--- config.mk ---
export PLATFORM = sky130hd
export DESIGN_NAME = stdp_update_sched
export DESIGN_NICKNAME = d
export VERILOG_FILES = /design/src/rtl/stdp_update_sched.sv
export SDC_FILE = /design/constraint.sdc
export NUM_CORES = 1
export LEC_CHECK = 0
export CORE_MARGIN = 2
export CORE_UTILIZATION = 60
export CTS_BUF_LIST = sky130_fd_sc_hd__clkbuf_16
export CTS_CLUSTER_SIZE = 20
export DETAILED_ROUTE_END_ITERATION = 7
export PLACE_DENSITY = 0.88
export SETUP_SLACK_MARGIN = 0.15
export SLEW_MARGIN = 20
export SYNTH_ARGS = -nofsm -noshare
export SYNTH_HDL_FRONTEND = slang
export SYNTH_SLANG_ARGS = --single-unit
--- constraint.sdc ---
create_clock -name clk -period 5.6 [get_ports clk]
set_input_delay 0.56 -clock clk [delete_from_list [all_inputs] [get_ports clk]]
set_output_delay 0.56 -clock clk [all_outputs]
set_load 0.05 [all_outputs]
--- src/rtl/stdp_update_sched.sv ---
// STDP update scheduler: pairs pre/post spike timers into per-synapse LTP/LTD requests
// and serves them round-robin through a shared weight port. Optional macro: STDP_EXP_DECAY_EN.
module stdp_update_sched #(
  parameter int WINDOW   = 16,
  parameter int LTP_STEP = 8,
  parameter int LTD_STEP = 4
) (
  input  logic       clk,
  input  logic       rst_n,
  input  logic [4:0] pre_spike,
  input  logic       post_spike,
  input  logic       learn_en,
  output logic [2:0] w_addr,
  output logic       w_rd,
  input  logic [7:0] w_rdata,
  output logic       w_wr,
  output logic [7:0] w_wdata,
  output logic       busy,
  output logic [4:0] ltp_pend,
  output logic [4:0] ltd_pend,
  output logic [7:0] dt_out,
  output logic [1:0] fsm_state
);

  // Weight port handshake: w_rd is high for exactly the RD cycle and w_rdata is
  // taken one cycle later (CALC); w_wr is high for exactly the WR cycle.
  typedef enum logic [1:0] {IDLE, RD, CALC, WR} state_t;

  localparam logic [8:0] LTP9 = 9'(LTP_STEP);
  localparam logic [8:0] LTD9 = 9'(LTD_STEP);

  state_t     state;
  logic [7:0] pre_t [5];
  logic [7:0] post_t;
  logic [7:0] ltp_dt [5];
  logic [7:0] ltd_dt [5];
  logic [2:0] rr;
  logic [2:0] idx;
  logic       serve_ltp;

  logic [4:0] ltp_req;
  logic [4:0] ltd_req;
  logic       sel_found;
  logic [2:0] sel_idx;
  logic [8:0] step;
  logic [8:0] sum;
  logic [8:0] diff;
  logic [7:0] new_w;

  always_comb begin
    ltp_req = '0;
    ltd_req = '0;
    for (int i = 0; i < 5; i++) begin
      // A same-cycle pre spike counts as dt=0 regardless of the stale timer value.
      ltp_req[i] = learn_en && post_spike && (pre_spike[i] || (int'(pre_t[i]) < WINDOW));
      ltd_req[i] = learn_en && pre_spike[i] && !post_spike && (int'(post_t) < WINDOW);
    end
  end

  always_comb begin
    sel_found = 1'b0;
    sel_idx   = '0;
    // Scan from the farthest candidate down so the nearest one to rr wins.
    for (int k = 4; k >= 0; k--) begin
      int j;
      j = int'(rr) + k;
      if (j >= 5) j = j - 5;
      if (ltp_pend[j] || ltd_pend[j]) begin
        sel_found = 1'b1;
        sel_idx   = 3'(j);
      end
    end
  end

  always_comb begin
    step = serve_ltp ? LTP9 : LTD9;
`ifdef STDP_EXP_DECAY_EN
    step = (dt_out >= 8'd32) ? 9'd0 : (step >> dt_out[4:2]);
`endif
    sum   = {1'b0, w_rdata} + step;
    diff  = {1'b0, w_rdata} - step;
    if (serve_ltp) new_w = sum[8] ? 8'd255 : sum[7:0];
    else           new_w = diff[8] ? 8'd0 : diff[7:0];
  end

  always_ff @(posedge clk) begin
    if (!rst_n) begin
      state     <= IDLE;
      post_t    <= 8'd255;
      ltp_pend  <= '0;
      ltd_pend  <= '0;
      rr        <= '0;
      idx       <= '0;
      serve_ltp <= 1'b0;
      dt_out    <= '0;
      w_addr    <= '0;
      w_wdata   <= '0;
      w_rd      <= 1'b0;
      w_wr      <= 1'b0;
      for (int i = 0; i < 5; i++) begin
        pre_t[i]  <= 8'd255;
        ltp_dt[i] <= '0;
        ltd_dt[i] <= '0;
      end
    end else begin
      post_t <= post_spike ? 8'd0 : ((post_t == 8'd255) ? post_t : post_t + 8'd1);
      for (int i = 0; i < 5; i++)
        pre_t[i] <= pre_spike[i] ? 8'd0 : ((pre_t[i] == 8'd255) ? pre_t[i] : pre_t[i] + 8'd1);

      case (state)
        IDLE: begin
          if (sel_found) begin
            idx       <= sel_idx;
            serve_ltp <= ltp_pend[sel_idx];
            dt_out    <= ltp_pend[sel_idx] ? ltp_dt[sel_idx] : ltd_dt[sel_idx];
            w_addr    <= sel_idx;
            w_rd      <= 1'b1;
            state     <= RD;
          end
        end
        RD: begin
          w_rd  <= 1'b0;
          state <= CALC;
        end
        CALC: begin
          w_wdata <= new_w;
          w_wr    <= 1'b1;
          state   <= WR;
        end
        WR: begin
          w_wr   <= 1'b0;
          dt_out <= '0;
          rr     <= (idx == 3'd4) ? 3'd0 : idx + 3'd1;
          state  <= IDLE;
        end
        default: state <= IDLE;
      endcase

      // Retire first, then set: a request landing on the retiring bit survives.
      for (int i = 0; i < 5; i++) begin
        if (state == WR && int'(idx) == i) begin
          if (serve_ltp) ltp_pend[i] <= 1'b0;
          else           ltd_pend[i] <= 1'b0;
        end
        if (ltp_req[i]) begin
          ltp_pend[i] <= 1'b1;
          ltp_dt[i]   <= pre_spike[i] ? 8'd0 : pre_t[i];
        end
        if (ltd_req[i]) begin
          ltd_pend[i] <= 1'b1;
          ltd_dt[i]   <= post_t;
        end
      end
    end
  end

  assign busy      = (state != IDLE);
  assign fsm_state = state;

endmodule

==> results of run 1 <==
per-stage QoR:
| step | utilization (%) | hold slack [ns] | power, mW | setup WS, ns | cells |
|---|---|---|---|---|---|
| 3_3_place_gp | 65.26 | 0.4580 | 2.914 | 0.8886 | 1103 |
| 2_1_floorplan | - | 0.4854 | 2.596 | 1.397 | 907 |
| 3_5_place_dp | 65.26 | 0.4631 | 2.951 | 0.6992 | 1103 |
| 4_1_cts | 68.97 | 0.4777 | 4.007 | 0.7413 | 1135 |
| 6_report | 68.97 | 0.4729 | 4.016 | 0.6017 | 1135 |
| 5_1_grt | 68.97 | 0.5040 | 4.209 | 0.3209 | 1135 |
cell type report:
class                      instances  share of cell area [%]
clock buffer                      17                   4.293
multi-input combinational        669                   44.22
sequential                       165                   41.41
inverter                          26                  0.9848
tap                              184                   2.323
timing repair buffer              59                   5.682
clock inverter                    15                   1.086
critical path: cells and delay by family (launching register included):
kind	cells	cell delay (ns)
AND/OR/NAND/NOR	2	0.62
flip-flops	1	0.67
multiplexers	1	0.50
adder cells (fa/ha/maj)	1	0.65
AO/OA/AOI/OAI	6	1.84
buffers and inverters	3	0.59
cell usage after synthesis, drive strengths merged, types with 4 or more instances:
cell / n / area, sq um
a21oi: 57 / 289.0
a31oi: 9 / 71.32
o211ai: 7 / 52.55
mux2: 20 / 229.0
buf: 15 / 110.1
inv: 25 / 93.84
a2111oi: 9 / 91.34
o21ai: 74 / 370.4
nor2: 61 / 231.5
and3: 21 / 131.4
nor4: 8 / 50.05
xnor2: 15 / 131.4
ha: 33 / 412.9
o31ai: 15 / 112.6
clkbuf: 32 / 120.1
and2: 38 / 237.7
nand4: 4 / 25.02
edfxtp: 80 / 2402
or2: 4 / 25.02
mux2i: 17 / 170.2
nor3: 11 / 55.05
o22ai: 20 / 125.1
nand3: 31 / 155.2
nand2b: 8 / 50.05
nand2: 79 / 304.0
dfxtp: 85 / 1702
nor2b: 12 / 75.07
xor2: 13 / 113.9
a221o: 9 / 90.09
a211oi: 19 / 155.2
routing by layer:
| metal | global-route usage (%) | vias to the layer above | wire, microns |
|---|---|---|---|
| met4 | 7.865 | 0 | 329 |
| met2 | 43.91 | 317 | 9953 |
| met1 | 37.48 | 3344 | 8918 |
| met5 | 0 | - | 0 |
| met3 | 5.498 | 35 | 1473 |
| li1 | - | 3383 | - |
layout by cell type (no fill, tap or decap), types with 4 or more instances in the layout:
cell type        Yosys  layout
inv_1               24      26
a221o_1              9       9
o21ai_0             72      72
buf_4                1       9
ha_1                33      33
o211ai_1             7       7
mux2_1              11      11
a2111oi_0            7       7
nor2b_1             12      12
nor3_1              11      11
nand3_1             31      31
edfxtp_1            80      80
conb_1               1      20
nand2b_1             8       8
and2_1              38      38
a21oi_1             56      56
clkbuf_16            0      17
nor2_1              60      60
xnor2_1             15      15
a31oi_1              8       8
nor4_1               8       8
o31ai_1             15      15
or2_2                4       4
mux2_2               8       8
clkdlybuf4s50_1      0      49
nand2_1             78      78
xor2_1              13      13
mux2i_1             17      17
nand4_1              4       4
o22ai_1             20      20
and3_1              21      21
a211oi_1            18      17
dfxtp_1             85      85
final timing paths:
check | startpoint | endpoint | slack [ns] | depth (start not counted)
setup / recovery | rr[1] | dt_out[7] | 0.60 | 13
hold / removal | w_wr | w_wr | 0.47 | 1
setup reg to reg | rr[1] | dt_out[7] | 0.60 | 13
hold reg to reg | w_wr | w_wr | 0.47 | 1
kinds of logic (layout without fill, tap and decap cells):
| logic type | count (synthesis) | count (layout) | share of synthesized area [%] |
|---|---|---|---|
| and+or+nand+nor | 299 | 299 | 17.57 |
| xor gates and xnor gates | 28 | 28 | 2.807 |
| other | 1 | 20 | 0.04292 |
| adders and majority gates | 35 | 35 | 5.184 |
| AOI/OAI and AO/OA | 248 | 248 | 18.59 |
| DFF | 165 | 165 | 46.97 |
| muxes | 39 | 39 | 5.084 |
| buffers and inverters | 73 | 117 | 3.752 |
state kept, by name (all words and copies together) (netlist names):
name and flops:
w_rd 1, ltp_pend 5, idx 3, rr 3, w_wdata 8, post_t 8
dt_out 8, w_wr 1, ltd_dt 40, ltd_pend 5, pre_t 40, ltp_dt 40
serve_ltp 1, fsm_state 2
power groups by stage:
stage	sequential, mW	combinational (mW)	clock, mW
after floorplan	1.71	0.881	0
after global placement	1.54	1.37	0
after detailed placement	1.54	1.41	0
after CTS	1.52	1.42	1.06
after global routing	1.54	1.56	1.11
final	1.52	1.44	1.05
==> impl_metrics.tcl, run 1 <==
set metrics [dict create \
    hold_viol_final 0 \
    timing.slew.headroom_pct 26.46 \
    drcViolationCount 0 \
    routedWlPerCell_microns 18.22 \
    grt-ovfl-total 0 \
    io_buffers 50 \
    switching_share_pct 37.79 \
    drive_above_1_share_pct 7.256 \
    crit_slowest_cell "dfxtp_1" \
    post-cts-setup-buffer-count 0 \
    n_antenna_cell 0 \
    finClkSkew_ns 0.01184 \
    htree_levels 4 \
    crit_top_cell "inv_1" \
    synthArstFlopShare_pct 0 \
    slew_violations 0 \
    seq_area_frac_synth_pct 46.97 \
    routed_wl_microns 20680 \
    cts_buffers 17 \
    ys_types 81 \
    yosys_register_bits 165 \
    critPathLaunchType "register" \
    num_rows 44 \
    grt.total_usage_pct 27.21 \
    grt_pass1_wl_microns 34130 \
    nFillCells 1050 \
    max_stage_delay_ns 0.67 \
    routabilityCongestion 0.9789 \
    finalInstanceArea_sq_um 9910 \
    synth_edf_count 80 \
    status "completed" \
    ff_latch_area_sq_um 4104 \
    initial_core_util_pct 60.81 \
    die-width_microns 124.7 \
    clk_pin_slew_ns 0.06 \
    fp.dieH_microns 124.7 \
    ys.warnings.count 0 \
    drt-pass1-iter-count 5 \
    p_comb_share_pct 35.8 \
    criticalPathCategory "register to register" \
    hp-class "register to register" \
    grt_max_degree 65 \
    post_cts_resized 0 \
    root_buffer "clkbuf_16" \
    worstPathCellList "inv_1 > ha_1 > inv_2 > mux4_2 > a221oi_2 > o221ai_1 > inv_1 > nor2_1 > a211oi_2 > nand2_1 > o22ai_1 > a2111oi_2 > a221o_1" \
    layout.nets 990 \
    cts_buffer_depth 2 \
    pwr-share-seq_pct 37.9 \
    post_dp_cell_area_sq_um 9376 \
    clkPwrFrac_pct 26.2 \
    clk_latency_ns 0.43 \
    syn_to_final_growth_pct 13.42 \
    path_max_fanout 16 \
    final_antenna_net_count 0 \
    p_per_area_nw_per_um2 405.3 \
    syn_avg_cell_area_sq_um 9.839 \
    setup_violations 0 \
    cts_tree "done" \
    grt_setup_unrepaired "no" \
    maxCapViolCount 0 \
    crit_path_end_kind "register" \
    leakagePower_nw 3.847 \
    ys.flop_type "dfxtp_1" \
    cp.required_ns 5.91 \
    cts_sinks 165 \
    cp.arrival_ns 5.31 \
    multi_input_area_sq_um 4382 \
    dr_total_vias 7079 \
    grt_antenna_before_repair 0 \
    dp_hpwl_microns 14580 \
    max_freq_mhz 200.1 \
    core-area_sq_um 14370 \
    synth_cells 888 \
    io_pins 51 \
    setup_tns_ns 0 \
    ir_drop_mv 0.2190 \
    vias_per_cell 6.237 \
    first_global_vias 6551 \
    syn_area_sq_um 8737 \
    drt_iter0_drc 853 \
    period_share_pct 89.26 \
    dieArea_sq_um 15540 \
    postCtsHoldBufs 0 \
    p_int_mw 2.499 \
    fin_crit_ns 4.998 \
    worst_slew_pin_slew_ns 1.088 \
    switching_power_mw 1.518 \
]
Power figures use the tool's default switching activity.
==> inputs of run 2 (changes only) <==
Settings changed: ABC_CLOCK_PERIOD_IN_PS set to 5600.
==> results of run 2 <==
Final layout, timing and power as in run 1 (identical DEF).
==> inputs of run 3 (changes only) <==
Settings changed: CTS_CLUSTER_DIAMETER set to 120, SKIP_LAST_GASP set to 1.
==> results of run 3 <==
Final layout, timing and power as in run 1 (identical DEF).
